### src/rtl/uart_rx.sv
// uart_rx: 8N1 UART receiver, LSB first, with a two-flop input synchronizer.
// Define UART_RX_MAJORITY_EN for 2-of-3 voting around every bit sample point.
module uart_rx #(
  parameter int CLK_PER_BIT = 100
) (
  input  logic       clk,
  input  logic       rst_n,
  input  logic       serial,
  output logic [7:0] data,
  output logic       data_valid,
  output logic       framing_err,
  output logic       busy
);
  // state     | meaning
  // IDLE      | line idle, waiting for rx_s to fall
  // START     | timing to the middle of the start bit
  // DATA      | sampling data bits 0..7
  // STOP      | sampling the stop bit
  // WAIT_HIGH | framing error seen, waiting for the line to return high
  typedef enum logic [2:0] {IDLE, START, DATA, STOP, WAIT_HIGH} state_t;

  localparam int HALF = CLK_PER_BIT / 2;
  localparam int CW   = $clog2(CLK_PER_BIT);
`ifdef UART_RX_MAJORITY_EN
  localparam int START_PT = HALF;
`else
  localparam int START_PT = HALF - 1;
`endif
  localparam logic [CW-1:0] START_PT_C = CW'(START_PT);
  localparam logic [CW-1:0] BIT_PT_C   = CW'(CLK_PER_BIT - 1);

  state_t        state_q, state_d;
  logic          sync1_q, sync1_d;
  logic          rx_s_q, rx_s_d;
  logic [CW-1:0] cnt_q, cnt_d;
  logic [2:0]    idx_q, idx_d;
  logic [7:0]    shift_q, shift_d;
  logic [7:0]    data_q, data_d;
  logic          data_valid_q, data_valid_d;
  logic          framing_err_q, framing_err_d;
  logic          busy_q, busy_d;
  logic [CW-1:0] pt;
  logic          at_pt;
  logic          bit_val;
`ifdef UART_RX_MAJORITY_EN
  logic [1:0]    vote_q, vote_d;
`endif

  always_comb begin
    sync1_d       = serial;
    rx_s_d        = sync1_q;
    state_d       = state_q;
    cnt_d         = cnt_q;
    idx_d         = idx_q;
    shift_d       = shift_q;
    data_d        = data_q;
    data_valid_d  = 1'b0;
    framing_err_d = 1'b0;
    busy_d        = busy_q;
    pt            = (state_q == START) ? START_PT_C : BIT_PT_C;
    at_pt         = (cnt_q == pt);
`ifdef UART_RX_MAJORITY_EN
    // The two earlier votes are captured one and two cycles before the decision point.
    vote_d = vote_q;
    if (cnt_q == pt - CW'(2)) vote_d[0] = rx_s_q;
    if (cnt_q == pt - CW'(1)) vote_d[1] = rx_s_q;
    bit_val = (vote_q[0] & vote_q[1]) | (vote_q[0] & rx_s_q) | (vote_q[1] & rx_s_q);
`else
    bit_val = rx_s_q;
`endif
    case (state_q)
      IDLE: begin
        cnt_d = '0;
        if (!rx_s_q) begin
          state_d = START;
          busy_d  = 1'b1;
        end
      end
      START: begin
        cnt_d = cnt_q + CW'(1);
        if (at_pt) begin
          cnt_d = '0;
          idx_d = 3'd0;
          if (bit_val) begin
            state_d = IDLE;
            busy_d  = 1'b0;
          end else begin
            state_d = DATA;
          end
        end
      end
      DATA: begin
        cnt_d = cnt_q + CW'(1);
        if (at_pt) begin
          cnt_d          = '0;
          shift_d[idx_q] = bit_val;
          idx_d          = idx_q + 3'd1;
          if (idx_q == 3'd7) state_d = STOP;
        end
      end
      STOP: begin
        cnt_d = cnt_q + CW'(1);
        if (at_pt) begin
          cnt_d = '0;
          if (bit_val) begin
            data_d       = shift_q;
            data_valid_d = 1'b1;
            busy_d       = 1'b0;
            state_d      = IDLE;
          end else begin
            framing_err_d = 1'b1;
            state_d       = WAIT_HIGH;
          end
        end
      end
      WAIT_HIGH: begin
        cnt_d = '0;
        if (rx_s_q) begin
          state_d = IDLE;
          busy_d  = 1'b0;
        end
      end
      default: begin
        state_d = IDLE;
        busy_d  = 1'b0;
      end
    endcase
  end

  always_ff @(posedge clk or negedge rst_n) begin
    if (!rst_n) begin
      state_q       <= IDLE;
      sync1_q       <= 1'b1;
      rx_s_q        <= 1'b1;
      cnt_q         <= '0;
      idx_q         <= 3'd0;
      shift_q       <= 8'h00;
      data_q        <= 8'h00;
      data_valid_q  <= 1'b0;
      framing_err_q <= 1'b0;
      busy_q        <= 1'b0;
`ifdef UART_RX_MAJORITY_EN
      vote_q        <= 2'b00;
`endif
    end else begin
      state_q       <= state_d;
      sync1_q       <= sync1_d;
      rx_s_q        <= rx_s_d;
      cnt_q         <= cnt_d;
      idx_q         <= idx_d;
      shift_q       <= shift_d;
      data_q        <= data_d;
      data_valid_q  <= data_valid_d;
      framing_err_q <= framing_err_d;
      busy_q        <= busy_d;
`ifdef UART_RX_MAJORITY_EN
      vote_q        <= vote_d;
`endif
    end
  end

  assign data        = data_q;
  assign data_valid  = data_valid_q;
  assign framing_err = framing_err_q;
  assign busy        = busy_q;

endmodule
### config.mk
export PLATFORM = sky130hd
export DESIGN_NAME = uart_rx
export DESIGN_NICKNAME = d
export VERILOG_FILES = /design/src/rtl/uart_rx.sv
export SDC_FILE = /design/constraint.sdc
export NUM_CORES = 1
export LEC_CHECK = 0
export CAP_MARGIN = 20
export CORE_ASPECT_RATIO = 0.8
export CORE_UTILIZATION = 55
export DETAILED_ROUTE_END_ITERATION = 6
export DONT_BUFFER_PORTS = 1
export GPL_ROUTABILITY_DRIVEN = 0
export PLACE_DENSITY = 0.81
export SLEW_MARGIN = 25
export SYNTH_ARGS = -nofsm -noshare
export SYNTH_HDL_FRONTEND = slang
export SYNTH_SLANG_ARGS = --single-unit
export TNS_END_PERCENT = 50
### constraint.sdc
create_clock -name clk -period 2.59 [get_ports clk]
set_clock_uncertainty 0.15 [all_clocks]
set_input_delay 0.518 -clock clk [delete_from_list [all_inputs] [get_ports clk]]
set_output_delay 0.518 -clock clk [all_outputs]
set_load 0.05 [all_outputs]
==> results.md, run 1 <==
- Resized Gates After CTS: 0
- Largest net degree at the start of global routing: 35
- WS Path Type: register to register
- Status: finished, final reports clean
- Starting Density: 58.2%
- Syn nets: 133
- CP max stage delay: 610 ps
- Setup_tns: 0 ps
- IO Count: 14
- Number of synthesized flops with an enable pin: 0
- # setup viols final: 0
- Sw Ratio: 22.1%
- Via/cell ratio: 5.85
- CTS Hold Buffers Added: 2
- Minimum clock period: 2160 ps
- Crit path launch type: register
- Die height: 50.4 µm
- Core Util, Final: between 60 and 70%
- Hold Crit Class: register to register
- CTS buffer count: 5
- RSZ-0062 raised after global routing: false
- Die ar.: 3150 µm²
- Max-cap violations: 0
- DP Wirelength: 1880 µm
- Clk_lat worst skew: 330 ps
- WHS: 213 ps
- Max VDD drop: 0.000441 V
- Initial antenna violation count: 0
- Critical path's slowest cell: dfrtp_1
- Yosys warns: 0
- Critical-path cell list: nor3b_4 -> mux2i_4 -> nand3b_4 -> mux2_4
- Layout Nets: 138
- Clk root buf: clkbuf_4
- CTS max path bufs: 2
- CTS tree: built
- Seq/Total Area, Yosys: roughly 53%
- CTS H-tree lvls: 2
- Die width: ~62 µm
- # diodes: 0
- Layout Area Growth over Synthesis: 8.16%
- Fin crit share: between 80% and 90%
- Critical Path AT: ~2200 ps
- WP data required: 2660 ps
- Routed Antenna Nets: 0
- Final slew viol count: 0
- Switching power: around 190 µW
- Global-route wire length before repair: between 4000 and 5000 µm
- PortBufs: 0
- Top_reg_cell synth: dfrtp_1
- Overflow after GRT: 0
- Gr usage total: between 20% and 30%
- # rows: 17
- Synthesized area per cell: 12.7 µm²
- Clk pwr share: 35.6%
- Comb pwr share: 2.0%
- Pint: ~670 µW
- Synth unique cells: 42
- Relative slew slack: around 56%
- Crit. End Element: register
- Synthesis-stage register bit count: 34
- Cells after Synth: between 100 and 150
- Max Clk Rate: 463 MHz
- Leakage: 0.800 nW
- DRC: 0
- Placeable core area: 2770 µm²
- Filler Cells Inserted: 226
- P per Cell Area: 494 nW/µm²
- Final Hold Viols: 0
- Async set-reset flop share out of synthesis: between 90% and 100%
- Drt total wl: around 2700 µm
- Clock Sink Count: 34
- Post-DR wirelength/cell: between 15 and 20 µm
- Post-Synthesis Cell Area: 1610 µm²
- Drt pass-1 iters: 4
- Layout cell share with drive strength beyond 1: roughly 28%
- Sequential share of power: 62.4%
- DRT iter0 DRCs: 49
- Vias in the first global route: 1007
- Critical Path Fanout Max: 14
- Clk pin slew, worst setup/hold paths: 100 ps
- Worst-Margin Slew: 645 ps
- Vias: 1000
- Post-CTS setup buffer count: 0
-- per-layer routing --
| metal | track usage, % | up-vias | routed length (µm) |
|---|---|---|---|
| li1 | - | 472 | - |
| met5 | 0 | - | 0 |
| met2 | 30.3 | 22 | 1200 |
| met3 | 6.36 | 7 | 130 |
| met1 | 28.5 | 499 | 1340 |
| met4 | 8.91 | 0 | 43 |
-- layout by cell type (no fill, tap or decap), types with 2 or more instances in the layout --
cell type	netlist	final
inv_1	2	2
nand4_1	5	5
a22o_1	2	2
a31oi_1	2	2
nand2_1	4	4
dfstp_2	2	2
nand3b_1	2	2
xor2_1	6	6
xnor2_1	2	2
nor2_1	11	11
mux2_2	14	14
ha_1	3	3
nand4b_1	3	3
clkbuf_4	0	5
and4bb_2	2	2
nand3_1	5	5
dfrtp_1	32	32
dlygate4sd3_1	0	2
mux2_4	2	2
-- power groups by stage --
stage	Sequential, mW	Combinational (mW)	Clock [mW]
3_5_place_dp	0.547	0.00140	0
4_1_cts	0.537	0.0167	0.316
5_1_grt	0.538	0.0197	0.338
2_1_floorplan	0.545	0.00293	0
6_report	0.537	0.0168	0.307
3_3_place_gp	0.547	0.00134	0
-- worst max-delay path, delay by kind of cell, from the launching register on --
family / cells / cell delay (ps)
muxes: 2 / 740
DFF: 1 / 610
and+or+nand+nor: 2 / 540
-- stage by stage --
stage               instances  power (mW)  area, µm²  setup WS (ps)
floorplan                 127       0.547       1610            687
global placement          160       0.548       1640            487
detailed placement        160       0.549       1640            442
CTS                       170       0.869       1730            428
global route              171       0.896       1740            279
finish                    171       0.860       1740            432
-- final cells by class --
type | instances | area, µm² | share of cell area [%]
Clock buffer | 6 | 51.3 | 2.95
Clock inverter | 2 | 12.5 | 0.719
Inverter | 2 | 7.51 | 0.431
Multi-Input combinational cell | 85 | 721 | 41.4
Sequential cell | 34 | 853 | 49.0
Tap cell | 38 | 47.5 | 2.73
Timing Repair Buffer | 4 | 47.5 | 2.73
-- cell usage after synthesis, types with 2 or more instances --
cell type	number	area share (%)
ha_1	3	2.3
dfstp_2	2	3.3
and4bb_2	2	1.6
nand3b_1	2	0.93
nand2_1	4	0.93
nor2_1	11	2.6
nand4_1	5	1.9
mux2_2	14	9.8
nand4b_1	3	1.6
dfrtp_1	32	50
nand3_1	5	1.6
a22o_1	2	1.1
clkbuf_1	4	0.93
xnor2_1	2	1.1
a31oi_1	2	0.78
xor2_1	6	3.3
mux2_4	2	1.9
inv_1	2	0.47
-- registers in the layout, indices dropped and copies added, names as in the netlist --
register	flops
data	8
shift_q	8
cnt_q	7
idx_q	3
state_q	3
bit_val	1
busy	1
data_valid	1
framing_err	1
rx_s_d	1
-- worst paths after layout --
kind / from / endpoint / slack [ps] / cells past startpoint
worst max-delay path: state_q[0]$_DFFE_PN0P_ / data[5]$_DFFE_PN0P_ / 430 / 4
worst min-delay path: rx_s_d$_DFF_PN1_ / bit_val$_DFF_PN1_ / 210 / 0
worst max register to register: state_q[0]$_DFFE_PN0P_ / data[5]$_DFFE_PN0P_ / 430 / 4
worst min register to register: rx_s_d$_DFF_PN1_ / bit_val$_DFF_PN1_ / 210 / 0
max in group asynchronous: rst_n / rx_s_d$_DFF_PN1_ / 1570 / 2
min in group asynchronous: rst_n / framing_err$_DFF_PN0_ / 470 / 2
-- kinds of logic after synthesis --
family          share of synthesized area, %
compound gates                          6.14
flops                                   53.0
xor+xnor                                4.35
simple gates                            18.9
fa+ha+maj                               2.33
buf+inv                                 2.18
mux                                     13.1
Power figures use the tool's default switching activity.
==> inputs of run 2 (changes only) <==
--- a/config.mk
+++ b/config.mk
@@ -11,7 +11,7 @@
 export DETAILED_ROUTE_END_ITERATION = 6
 export DONT_BUFFER_PORTS = 1
 export GPL_ROUTABILITY_DRIVEN = 0
-export PLACE_DENSITY = 0.81
+export PLACE_DENSITY = 0.84
 export SLEW_MARGIN = 25
 export SYNTH_ARGS = -nofsm -noshare
 export SYNTH_HDL_FRONTEND = slang
==> constraint.sdc (replaced) <==
create_clock -name clk -period 1.79 [get_ports clk]
set_clock_uncertainty 0.15 [all_clocks]
set_input_delay 0.358 -clock clk [delete_from_list [all_inputs] [get_ports clk]]
set_output_delay 0.358 -clock clk [all_outputs]
set_load 0.05 [all_outputs]
==> run 2 against run 1 <==
Compared with the run above:
- clock-buffer cell count unchanged
- wire length increased by 28%
- the flow now finishes with violations (negative setup slack)
- via count increased by 13%
- final area increased by 15%
- sequential power increased by 44%
- global-route usage increased by 2.8 points
- clock power increased by 51%
- critical path type unchanged
- first-iteration DRC count decreased by 10%
==> results.md, run 2 (synthesized netlist as in run 1, its figures left out) <==
- Leakage: 0.927 nW
- WS Path Type: register to register
- Critical-path cell list: nor3b_4 -> mux2i_4 -> nand3b_4 -> mux2_4
- Crit. End Element: register
- Core Util, Final: 72.5%
- CTS buffer count: 5
- Pwr Total: 1.27 mW
- Clk root buf: clkbuf_4
- Bufs and invs on worst path: 0
- Drt pass-1 iters: 4
- Placed insts: 178
- Layout cell share with drive strength beyond 1: 43.9%
- Starting Density: 58.2%
- PortBufs: 0
- Leading cell types in the layout, fill and taps excluded: dfrtp_1 (30), buf_4 (22), mux2_2 (12)
- Fin crit share: 106%
- Gr usage total: a little under a quarter
- Relative slew slack: 66.9%
- Die ar.: about 3100 µm²
- CP max stage delay: 460 ps
- Initial antenna violation count: 0
- CTS tree: built
- Post-DR wirelength/cell: about 18 µm
- Critical Path Fanout Max: 8
- CTS max path bufs: 2
- P per Cell Area: 632 nW/µm²
- Minimum clock period: 1900 ps
- Max-cap violations: 0
- Layout Area Growth over Synthesis: 24.6%
- Placeable core area: 2770 µm²
- IO Count: 14
- # rows: 17
- Max VDD drop: 0.000460 V
- Setup ws final: -106 ps
- Final Hold Viols: 0
- Die height: 50.4 µm
- Via/cell ratio: 5.83
- Failing checks: negative setup slack
- Clk_lat worst skew: around 350 ps
- # setup viols final: 23
- Drt total wl: 3460 µm
- Clock Sink Count: 34
- Routed Antenna Nets: 0
- Die width: 62.5 µm
- Overflow after GRT: 0
- Critical Path AT: 1980 ps
- # diodes: 0
- Vias: 1126
- Pre-CTS setup slack: -51.2 ps
- Largest net degree at the start of global routing: 35
- RSZ-0062 raised after global routing: true
- Status: complete, but fails checks
- Critical path's top delay family: multiplexers
- DRT iter0 DRCs: 44
- CTS H-tree lvls: 2
- DRC: 0
- Most common cell after layout, fill and taps aside: dfrtp_1
- DP Wirelength: 2190 µm
- Hold Crit Class: register to register
- Max Clk Rate: 527 MHz
- Critical path's slowest cell: dfrtp_2
- Post-route insts no fill: 193
- Worst-Margin Slew: 497 ps
- Clk pin slew, worst setup/hold paths: 110 ps
- WP data required: around 1900 ps
- Global-route wire length before repair: 5400 µm
- Layout Nets: between 150 and 200
- Final slew viol count: 0
- Crit path launch type: register
- Vias in the first global route: 1115
## run 2: layout make-up
type                       instances  area [µm²]
clock buffer                       6        51.3
clock inverter                     2        12.5
fill                             193         761
inverter                           2        7.51
multi-input combinational         85         813
sequential                        34         856
tap                               38        47.5
timing repair buffer              26         216
## run 2: layer usage
metal / vias up / track usage, % / wire length [µm]
met1: 541 / 31.4 / 1580
met5: - / 0 / 0
met4: 0 / 10.1 / 79
li1: 522 / - / -
met2: 53 / 34.8 / 1560
met3: 10 / 8.18 / 247
## run 2: through the flow
stage | TNS (ps) | hold WS [ps] | cell area [µm²]
final | -1080 | 215 | 2000
after global routing | -2950 | 219 | 2000
after CTS | -505 | 216 | 1910
after detailed placement | -423 | -87.2 | 1780
after global placement | -100 | -87.1 | 1780
after floorplan | -379 | -87.6 | 1620
## run 2: repair_timing
item                       4_1_cts  5_1_grt
hold buffers                     3        0
setup endpoints to repair       19       31
resized for setup                3       13
pin swaps                        2        6
hold endpoints to repair        35        0
setup buffers                    0        4
## run 2: worst register-to-register path, cell delays in order, from the launching register on
cell	delay [ps]
dfrtp_2	460
nor3b_4	310
mux2i_4	330
nand3b_4	190
mux2_4	340
## run 2: final timing paths
kind | start | to | slack, ps | depth (start not counted)
max | state_q[2]$_DFFE_PN0P_ | data[4]$_DFFE_PN0P_ | -110 | 4
min | rx_s_d$_DFF_PN1_ | bit_val$_DFF_PN1_ | 210 | 0
max reg2reg | state_q[2]$_DFFE_PN0P_ | data[4]$_DFFE_PN0P_ | -110 | 4
min reg2reg | rx_s_d$_DFF_PN1_ | bit_val$_DFF_PN1_ | 210 | 0
max in group asynchronous | rst_n | rx_s_d$_DFF_PN1_ | 940 | 2
min in group asynchronous | rst_n | cnt_q[3]$_DFFE_PN0P_ | 310 | 2
## run 2: power by group
part	switching, mW	internal, mW
Combinational	0.0215	0.00997
Clock	0.275	0.189
Sequential	0.000843	0.772
